File: src/rtl/mult_div_unit_if.sv
// Handshake and operand/result bundle between the control unit and the
// iterative multiply/divide unit.
interface mult_div_unit_if;
    logic        start;
    logic        op;
    logic [31:0] a;
    logic [31:0] b;
    logic [31:0] hi;
    logic [31:0] lo;
    logic        busy;
    logic        done;
    logic        div_zero;

    modport master (
        output start, op, a, b,
        input  hi, lo, busy, done, div_zero
    );

    modport slave (
        input  start, op, a, b,
        output hi, lo, busy, done, div_zero
    );
endinterface

File: src/rtl/mult_div_unit.sv
// Iterative signed 32x32 multiply (radix-2 Booth) and restoring divide
// producing the HI/LO pair; one iteration per clock.
module mult_div_unit (
    input  logic           i_clk,
    input  logic           i_reset,
    mult_div_unit_if.slave bus
);
    typedef enum logic [2:0] {
        S_IDLE,
        S_MULT,
        S_DIV,
        S_FIX,
        S_DONE
    } state_t;

    state_t      r_state;
    logic [5:0]  r_cnt;
    logic [32:0] r_acc;       // Booth accumulator, or remainder during divide
    logic [31:0] r_q;         // multiplier, or dividend/quotient shift register
    logic        r_qm1;
    logic [31:0] r_m;         // multiplicand, or divisor magnitude
    logic        r_neg_q;
    logic        r_neg_r;
    logic [31:0] r_hi;
    logic [31:0] r_lo;
    logic        r_busy;
    logic        r_done;
    logic        r_div_zero;

    logic        w_accept;
    logic [31:0] w_abs_a;
    logic [31:0] w_abs_b;
    logic [32:0] w_m_ext;
    logic [32:0] w_booth_sum;
    logic [32:0] w_booth_acc;
    logic [31:0] w_booth_q;
    logic [32:0] w_rem_sh;
    logic [32:0] w_diff;
    logic        w_fits;
    logic [31:0] w_rem_next;
    logic [31:0] w_quo_next;

    assign w_accept = bus.start && (r_state == S_IDLE || r_state == S_DONE);
    assign w_abs_a  = bus.a[31] ? (~bus.a + 32'd1) : bus.a;
    assign w_abs_b  = bus.b[31] ? (~bus.b + 32'd1) : bus.b;

    // 33-bit accumulator keeps a = 0x80000000 from overflowing on subtract
    assign w_m_ext = {r_m[31], r_m};
    always_comb begin
        w_booth_sum = r_acc;
        case ({r_q[0], r_qm1})
            2'b01:   w_booth_sum = r_acc + w_m_ext;
            2'b10:   w_booth_sum = r_acc - w_m_ext;
            default: w_booth_sum = r_acc;
        endcase
    end
    assign w_booth_acc = {w_booth_sum[32], w_booth_sum[32:1]};
    assign w_booth_q   = {w_booth_sum[0], r_q[31:1]};

    assign w_rem_sh   = {r_acc[31:0], r_q[31]};
    assign w_diff     = w_rem_sh - {1'b0, r_m};
    assign w_fits     = ~w_diff[32];
    assign w_rem_next = w_fits ? w_diff[31:0] : w_rem_sh[31:0];
    assign w_quo_next = {r_q[30:0], w_fits};

    always_ff @(posedge i_clk or negedge i_reset) begin
        if (!i_reset) begin
            r_state    <= S_IDLE;
            r_cnt      <= 6'd0;
            r_acc      <= 33'd0;
            r_q        <= 32'd0;
            r_qm1      <= 1'b0;
            r_m        <= 32'd0;
            r_neg_q    <= 1'b0;
            r_neg_r    <= 1'b0;
            r_hi       <= 32'd0;
            r_lo       <= 32'd0;
            r_busy     <= 1'b0;
            r_done     <= 1'b0;
            r_div_zero <= 1'b0;
        end else begin
            r_done     <= 1'b0;
            r_div_zero <= 1'b0;
            case (r_state)
                S_IDLE, S_DONE: begin
                    if (w_accept) begin
                        r_cnt <= 6'd32;
                        r_acc <= 33'd0;
                        r_qm1 <= 1'b0;
                        if (!bus.op) begin
                            r_q     <= bus.b;
                            r_m     <= bus.a;
                            r_busy  <= 1'b1;
                            r_state <= S_MULT;
                        end else if (bus.b == 32'd0) begin
                            // hi/lo deliberately untouched on divide by zero
                            r_done     <= 1'b1;
                            r_div_zero <= 1'b1;
                            r_state    <= S_DONE;
                        end else begin
                            r_q     <= w_abs_a;
                            r_m     <= w_abs_b;
                            r_neg_q <= bus.a[31] ^ bus.b[31];
                            r_neg_r <= bus.a[31];
                            r_busy  <= 1'b1;
                            r_state <= S_DIV;
                        end
                    end else begin
                        r_state <= S_IDLE;
                    end
                end
                S_MULT: begin
                    r_acc <= w_booth_acc;
                    r_q   <= w_booth_q;
                    r_qm1 <= r_q[0];
                    r_cnt <= r_cnt - 6'd1;
                    if (r_cnt == 6'd1) begin
                        r_hi    <= w_booth_acc[31:0];
                        r_lo    <= w_booth_q;
                        r_busy  <= 1'b0;
                        r_done  <= 1'b1;
                        r_state <= S_DONE;
                    end
                end
                S_DIV: begin
                    r_acc <= {1'b0, w_rem_next};
                    r_q   <= w_quo_next;
                    r_cnt <= r_cnt - 6'd1;
                    if (r_cnt == 6'd1) begin
                        r_state <= S_FIX;
                    end
                end
                S_FIX: begin
                    r_lo    <= r_neg_q ? (~r_q + 32'd1) : r_q;
                    r_hi    <= r_neg_r ? (~r_acc[31:0] + 32'd1) : r_acc[31:0];
                    r_busy  <= 1'b0;
                    r_done  <= 1'b1;
                    r_state <= S_DONE;
                end
                default: begin
                    r_busy  <= 1'b0;
                    r_state <= S_IDLE;
                end
            endcase
        end
    end

    assign bus.hi       = r_hi;
    assign bus.lo       = r_lo;
    assign bus.busy     = r_busy;
    assign bus.done     = r_done;
    assign bus.div_zero = r_div_zero;
endmodule

File: src/flat_wrapper.sv
// flat-port wrapper written by rule: the top's interface ports become plain ports
module mult_div_unit_flat 
  (i_clk, i_reset, bus_start, bus_op, bus_a, bus_b, bus_hi, bus_lo, bus_busy, bus_done, bus_div_zero);
  mult_div_unit_if bus_i ();
  input  logic i_clk;
  input  logic i_reset;
  input wire logic [$bits(bus_i.start)-1:0] bus_start;
  input wire logic [$bits(bus_i.op)-1:0] bus_op;
  input wire logic [$bits(bus_i.a)-1:0] bus_a;
  input wire logic [$bits(bus_i.b)-1:0] bus_b;
  output wire logic [$bits(bus_i.hi)-1:0] bus_hi;
  output wire logic [$bits(bus_i.lo)-1:0] bus_lo;
  output wire logic [$bits(bus_i.busy)-1:0] bus_busy;
  output wire logic [$bits(bus_i.done)-1:0] bus_done;
  output wire logic [$bits(bus_i.div_zero)-1:0] bus_div_zero;
  assign bus_i.start = bus_start;
  assign bus_i.op = bus_op;
  assign bus_i.a = bus_a;
  assign bus_i.b = bus_b;
  assign bus_hi = bus_i.hi;
  assign bus_lo = bus_i.lo;
  assign bus_busy = bus_i.busy;
  assign bus_done = bus_i.done;
  assign bus_div_zero = bus_i.div_zero;
  mult_div_unit u_core (.i_clk(i_clk), .i_reset(i_reset), .bus(bus_i));
endmodule
File: config.mk
export PLATFORM = sky130hd
export DESIGN_NAME = mult_div_unit_flat
export DESIGN_NICKNAME = d
export VERILOG_FILES = /design/src/rtl/mult_div_unit_if.sv /design/src/rtl/mult_div_unit.sv /design/src/flat_wrapper.sv
export SDC_FILE = /design/constraint.sdc
export NUM_CORES = 1
export LEC_CHECK = 0
export BUFFER_PORTS_ARGS = -buffer_cell sky130_fd_sc_hd__buf_2
export CAP_MARGIN = 20
export CORE_ASPECT_RATIO = 0.7
export CORE_UTILIZATION = 45
export DETAILED_ROUTE_END_ITERATION = 8
export PLACE_DENSITY = 0.61
export SLEW_MARGIN = 20
export SYNTH_ARGS = -nofsm -noshare
export SYNTH_HDL_FRONTEND = slang
export SYNTH_SLANG_ARGS = --single-unit
export TNS_END_PERCENT = 30
File: constraint.sdc
create_clock -name i_clk -period 5.8 [get_ports i_clk]
set_input_delay 1.16 -clock i_clk [delete_from_list [all_inputs] [get_ports i_clk]]
set_output_delay 1.16 -clock i_clk [all_outputs]
set_load 0.005 [all_outputs]
# After elaboration in Yosys (flattened, before gate mapping)
# Index checks and enable logic that the tools add are counted.
[word_totals] reg_bits=176 out_inout_bits=67 in_bits=68
[op_classes] eq_ne=12 reduce_logical=19 n_bitwise=8 n_addsub=8 mux=39
[op_table] op="$mux W32" count=12
[op_table] op="$add A32 B1 Y32 const B" count=4
[op_table] op="$not A32 Y32" count=4
[op_table] op="$pmux W32 S2" count=2
[op_table] op="$pmux W33 S3" count=1
[op_table] op="$pmux W32 S3" count=1
[op_table] op="$pmux W33 S2" count=1
[op_table] op="$add A33 B33 Y33" count=1
[op_table] op="$mux W33" count=1
[op_table] op="$sub A33 B32 Y33" count=1
[op_table] op="$sub A33 B33 Y33" count=1
[op_table] op="$logic_not A32 Y1" count=1
[op_table] op="$mux W3" count=5
[op_table] op="$pmux W3 S4" count=1
[op_table] op="$pmux W6 S2" count=1
[op_table] op="$mux W1" count=10
[op_table] op="$reduce_and A2 Y1" count=5
[op_table] op="$reduce_and A4 Y1" count=2
[op_table] op="$eq A3 B2 Y1 const B" count=2
[op_table] op="$eq A6 B1 Y1 const B" count=1
[op_table] op="$mux W6" count=1
[op_table] op="$ne A2 B1 Y1 const B" count=3
[op_table] op="$pmux W1 S3" count=2
[op_table] op="$reduce_and A3 Y1" count=2
[op_table] op="16 further kinds" count=21

# Longest topological paths before layout
[logic_depth] depth_word=7 mapped_depth=22

# Worst setup path before layout
# No wires, ideal clock.
[synth_timing] path_kind="register to register" startpoint="register u_core.r_m[1]" endpoint="register u_core.r_hi[30] (netlist: u_core.bus.hi[30])" setup_time_ns=0.119 path_stages_with_launch=22 required_time_ns=5.681 arrival_ns=3.959 slack_ns=1.722 n_path_buf=1 cell_sequence="dfrtp_1 inv_1 ha_1 and3_1 nor2b_1 and3_1 clkbuf_1 nand2_1 nor2_1 nor2_1 xnor2_1 ha_1 a21o_1 a21o_1 a2111oi_0 nor3b_1 or3_1 a21oi_1 o31ai_1 xnor2_1 nor2_1 o21a_1"
[synth_between] elab_chain_len=4
[synth_rtl] item="from (decl)" line_no="mult_div_unit.sv:21" rtl="logic [31:0] r_m;"
[synth_rtl] item="from (signal assigned)" line_no="mult_div_unit.sv:92" rtl="r_m <= bus.a;"
[synth_rtl] item="from (signal assigned)" line_no="mult_div_unit.sv:102" rtl="r_m <= w_abs_b;"
[synth_rtl] item="$sub A33 B33 Y33 or $add A33 B33 Y33 (tied branches)" line_no="mult_div_unit.sv:53, mult_div_unit.sv:52"
[synth_rtl] item="$pmux W33 S2 (*)" line_no="mult_div_unit.sv:51" rtl="case ({r_q[0], r_qm1})"
[synth_rtl] item="$mux W32 (*)" line_no="mult_div_unit.sv:117" rtl="if (r_cnt == 6'd1) begin"
[synth_rtl] item="$pmux W32 S2 (*)" line_no="mult_div_unit.sv:84" rtl="case (r_state)"
[synth_rtl] item="to (signal assigned)" line_no="mult_div_unit.sv:118" rtl="r_hi <= w_booth_acc[31:0];"
[synth_rtl] item="to (signal assigned)" line_no="mult_div_unit.sv:135" rtl="r_hi <= r_neg_r ? (~r_acc[31:0] + 32'd1) : r_acc[31:0];"
[synth_rtl] item="to (decl)" line_no="mult_div_unit.sv:24" rtl="logic [31:0] r_hi;"
# Every way passes the cells marked *; elsewhere a longest branch is shown, timed or not. The select of a mux whose other input is x is not followed.
# A chain may end at the register's enable or synchronous reset.

# Worst setup path in the final report
[layout_timing] startpoint="register u_core.r_m[1]" endpoint="register u_core.r_hi[31] (netlist: u_core.bus.hi[31])"
# Same word-level chain as after synthesis.

==> run_results.csv <==
group,metric,value,unit
routing,met1Wirelength,27600,µm
clock_network,cts_tree,"yes",
worst_setup_path,critPathMaxStageDelay,0.45,ns
worst_setup_path,end_kind,"register",
placement,placedCellCount,2481,
placement,dpl.hpwl,41800,µm
clock_network,clk_pin_slew_worst_paths,0.09,ns
clock_network,htree_levels,4,
grt,grt_pass1_vias,13664,
timing,finalCriticalPeriod,4.79,ns
clock_network,cts_buffers,17,
clock_network,cts.sinks,176,
synth,yosysMostFrequentCell,"o21ai_0",
grt,grt_usage,0.316,
floorplan,fp-row-count,56,
floorplan,initial_core_util,0.461,
synth,synthTopCellsByArea,"dfrtp_1 28%, o21ai_0 7.4%, xor2_1 6.8%, ha_1 5.8%, nand2_1 5.5%",
synth,synth_flop_cell,"dfrtp_1",
grt,grt_max_degree,83,
synth,synth_nets,2147,
floorplan,die_h,157,µm
synth,async_flop_share,1.00,
cells_and_area,design_area,17000,µm²
synth,yosys.area.top_type,"dfrtp_1",
timing,rsz0062_at_grt,"false",
synth,ys_types,74,
placement,postPlaceCellArea,16400,µm²
cells_and_area,num-nets-final,2179,
floorplan,dieArea,35300,µm²
worst_setup_path,cpLargestDelayFamily,"simple AND/OR/NAND/NOR gates",
timing,setup_viol,0,
clock_network,root_buffer,"clkbuf_16",
routing,drtIter0Drc,1793,
cells_and_area,drive_gt1_frac,0.109,
placement,gp_congestion,0.936,
clock_network,insertion_delay,0.47,ns
placement,port_buffers,134,
run_status,outcome,"finished, final reports clean",
floorplan,core_area,33700,µm²
placement,pre_cts_ws,1.12,ns
synth,yosys_warnings,0,
routing,drc,0,
synth,synth_edf_count,0,
worst_setup_path,slowest_stage,"nor2b_1",
routing,drt-total-wl,55600,µm
floorplan,ios,135,
timing,fin_crit_sh,0.826,
synth,synth_top_area_share,0.284,
worst_setup_path,worstSetupPathType,"reg2reg",
routing,first_pass_iters,6,
grt,grt_first_pass_wirelength,84500,µm
routing,routedWlPerCell,22.1,µm
timing,setup_ws,1.01,ns
routing,num_vias,15284,
routing,ant_nets,0,
cells_and_area,stdcell_count,2514,
routing,top_layer,"met4",
routing,viasPerCell,6.08,
synth,synth_area,15500,µm²
timing,hold_viol,0,
synth,synth_seq_area_share,0.284,
grt,antenna_found_initial,1,
worst_setup_path,arrival,5.12,ns
routing,wl_met3,4960,µm
floorplan,die_w,224,µm
synth,syn_avg_cell_area,7.74,µm²
clock_network,cts_max_path_buffers,2,
timing,skew,0.0188,ns
cells_and_area,area_growth,9.55,%
clock_network,cts_resized,0,
synth,synth_common_cells,"231 x o21ai_0, 229 x nand2_1, 208 x nor2_1, 176 x dfrtp_1, 151 x a21oi_1",
timing,slew_headroom,0.313,
grt,overflow,0,
timing,setup-tns-final,0,ns
synth,synth_seq_cells,176,
timing,worst_pin_slew,1.03,ns
worst_setup_path,worstPathCellList,"inv_1, ha_1, and3_1, nor2b_1, and3_1, a31oi_1, xnor2_1, ha_1, nand2_1, nor2_1, a211oi_1, nand3_1, o21ai_0, nand4_1, a41oi_1, mux2i_1, mux2i_1, nand3_1",
worst_setup_path,cp_max_fo,6,
cells_and_area,diodes,0,
timing,timing.fmax,0.209,GHz
routing,met2_length,22200,µm
clock_network,post-cts-setup-buffers,0,
hold_path,worst_hold_path_type,"reg2reg",
run,cap_violations,0,
timing,drv_slew,0,
clock_network,ctsHoldBuffers,0,
worst_setup_path,crit_path_start_kind,"register",
worst_setup_path,crit_required,6.13,ns
worst_setup_path,path_buf_inv,1,
synth,synth_cells,2005,
-- cells in the final DEF (no fill, tap or decap), types with 13 or more instances in the layout --
cell	synthesis	routed
a211oi_1	36	36
a21o_1	26	26
a21oi_1	151	151
a221oi_1	25	25
a22oi_1	20	20
a31oi_1	26	26
buf_2	12	133
buf_4	0	23
clkbuf_16	0	17
dfrtp_1	176	176
ha_1	72	72
inv_1	56	56
mux2i_1	41	41
nand2_1	229	227
nand2b_1	13	13
nand3_1	18	18
nand4_1	17	17
nor2_1	208	205
nor2b_1	14	14
nor3_1	23	23
nor4_1	18	18
o211ai_1	25	25
o21a_1	17	17
o21ai_0	231	231
o31ai_1	33	33
o41ai_1	16	16
or3_1	30	30
or4_1	14	14
xnor2_1	83	83
xor2_1	120	120
-- flip-flops by register name (all words and copies together) (netlist names), 3 cells and up --
name / flops
u_core.r_q: 32
u_core.bus.hi: 32
u_core.r_acc: 33
u_core.r_state: 3
u_core.r_m: 32
u_core.r_cnt: 6
u_core.bus.lo: 32
-- final timing paths --
check	from	endpoint	slack [ns]	depth (start not counted)
setup / recovery	u_core.r_m[1]$_DFFE_PN0P_	u_core.bus.hi[31]$_DFFE_PN0P_	1.01	18
hold / removal	u_core.bus.lo[20]$_DFFE_PN0P_	u_core.bus.lo[20]$_DFFE_PN0P_	0.47	2
setup reg to reg	u_core.r_m[1]$_DFFE_PN0P_	u_core.bus.hi[31]$_DFFE_PN0P_	1.01	18
hold reg to reg	u_core.bus.lo[20]$_DFFE_PN0P_	u_core.bus.lo[20]$_DFFE_PN0P_	0.47	2
max in group asynchronous	i_reset	u_core.r_q[5]$_DFFE_PN0P_	3.79	2
min in group asynchronous	i_reset	u_core.bus.lo[5]$_DFFE_PN0P_	0.71	1
-- final cells by class --
type	count	area, µm²
Clock buffer	17	425
Clock inverter	15	193
Fill cell	3322	16700
Inverter	58	218
Multi-Input combinational cell	1626	10300
Sequential cell	176	4400
Tap cell	464	581
Timing Repair Buffer	158	855
-- logic make-up (layout without fill, tap and decap cells) --
group / after synthesis / count (layout) / share of synthesized area
AO/OA/AOI/OAI: 677 / 677 / 0.274
XOR/XNOR: 203 / 203 / 0.115
adder cells (fa/ha/maj): 74 / 74 / 0.0606
buffers and inverters: 203 / 248 / 0.0525
flip-flops: 176 / 176 / 0.284
multiplexers: 48 / 48 / 0.0315
AND/OR/NAND/NOR: 624 / 624 / 0.184
-- through the flow --
stage          hold WS [ns]  utilization
2_1_floorplan         0.463            -
3_3_place_gp          0.448        0.486
3_5_place_dp          0.452        0.486
4_1_cts               0.471        0.505
5_1_grt               0.502        0.505
6_report              0.468        0.505
-- tightest hold or removal path, delay by kind of cell (launching register included) --
family,cells,cell delay (ns)
simple gates,2,0.10
flops,1,0.35
-- layer usage --
metal | global-route usage | up-vias
met4 | 0.0701 | 0
met5 | 0 | -
met1 | 0.493 | 7306
met3 | 0.0743 | 47
li1 | - | 7323
met2 | 0.428 | 608
Power is not shown: default switching activity piles up to over one toggle a cycle in this logic, so the estimate is an artifact.
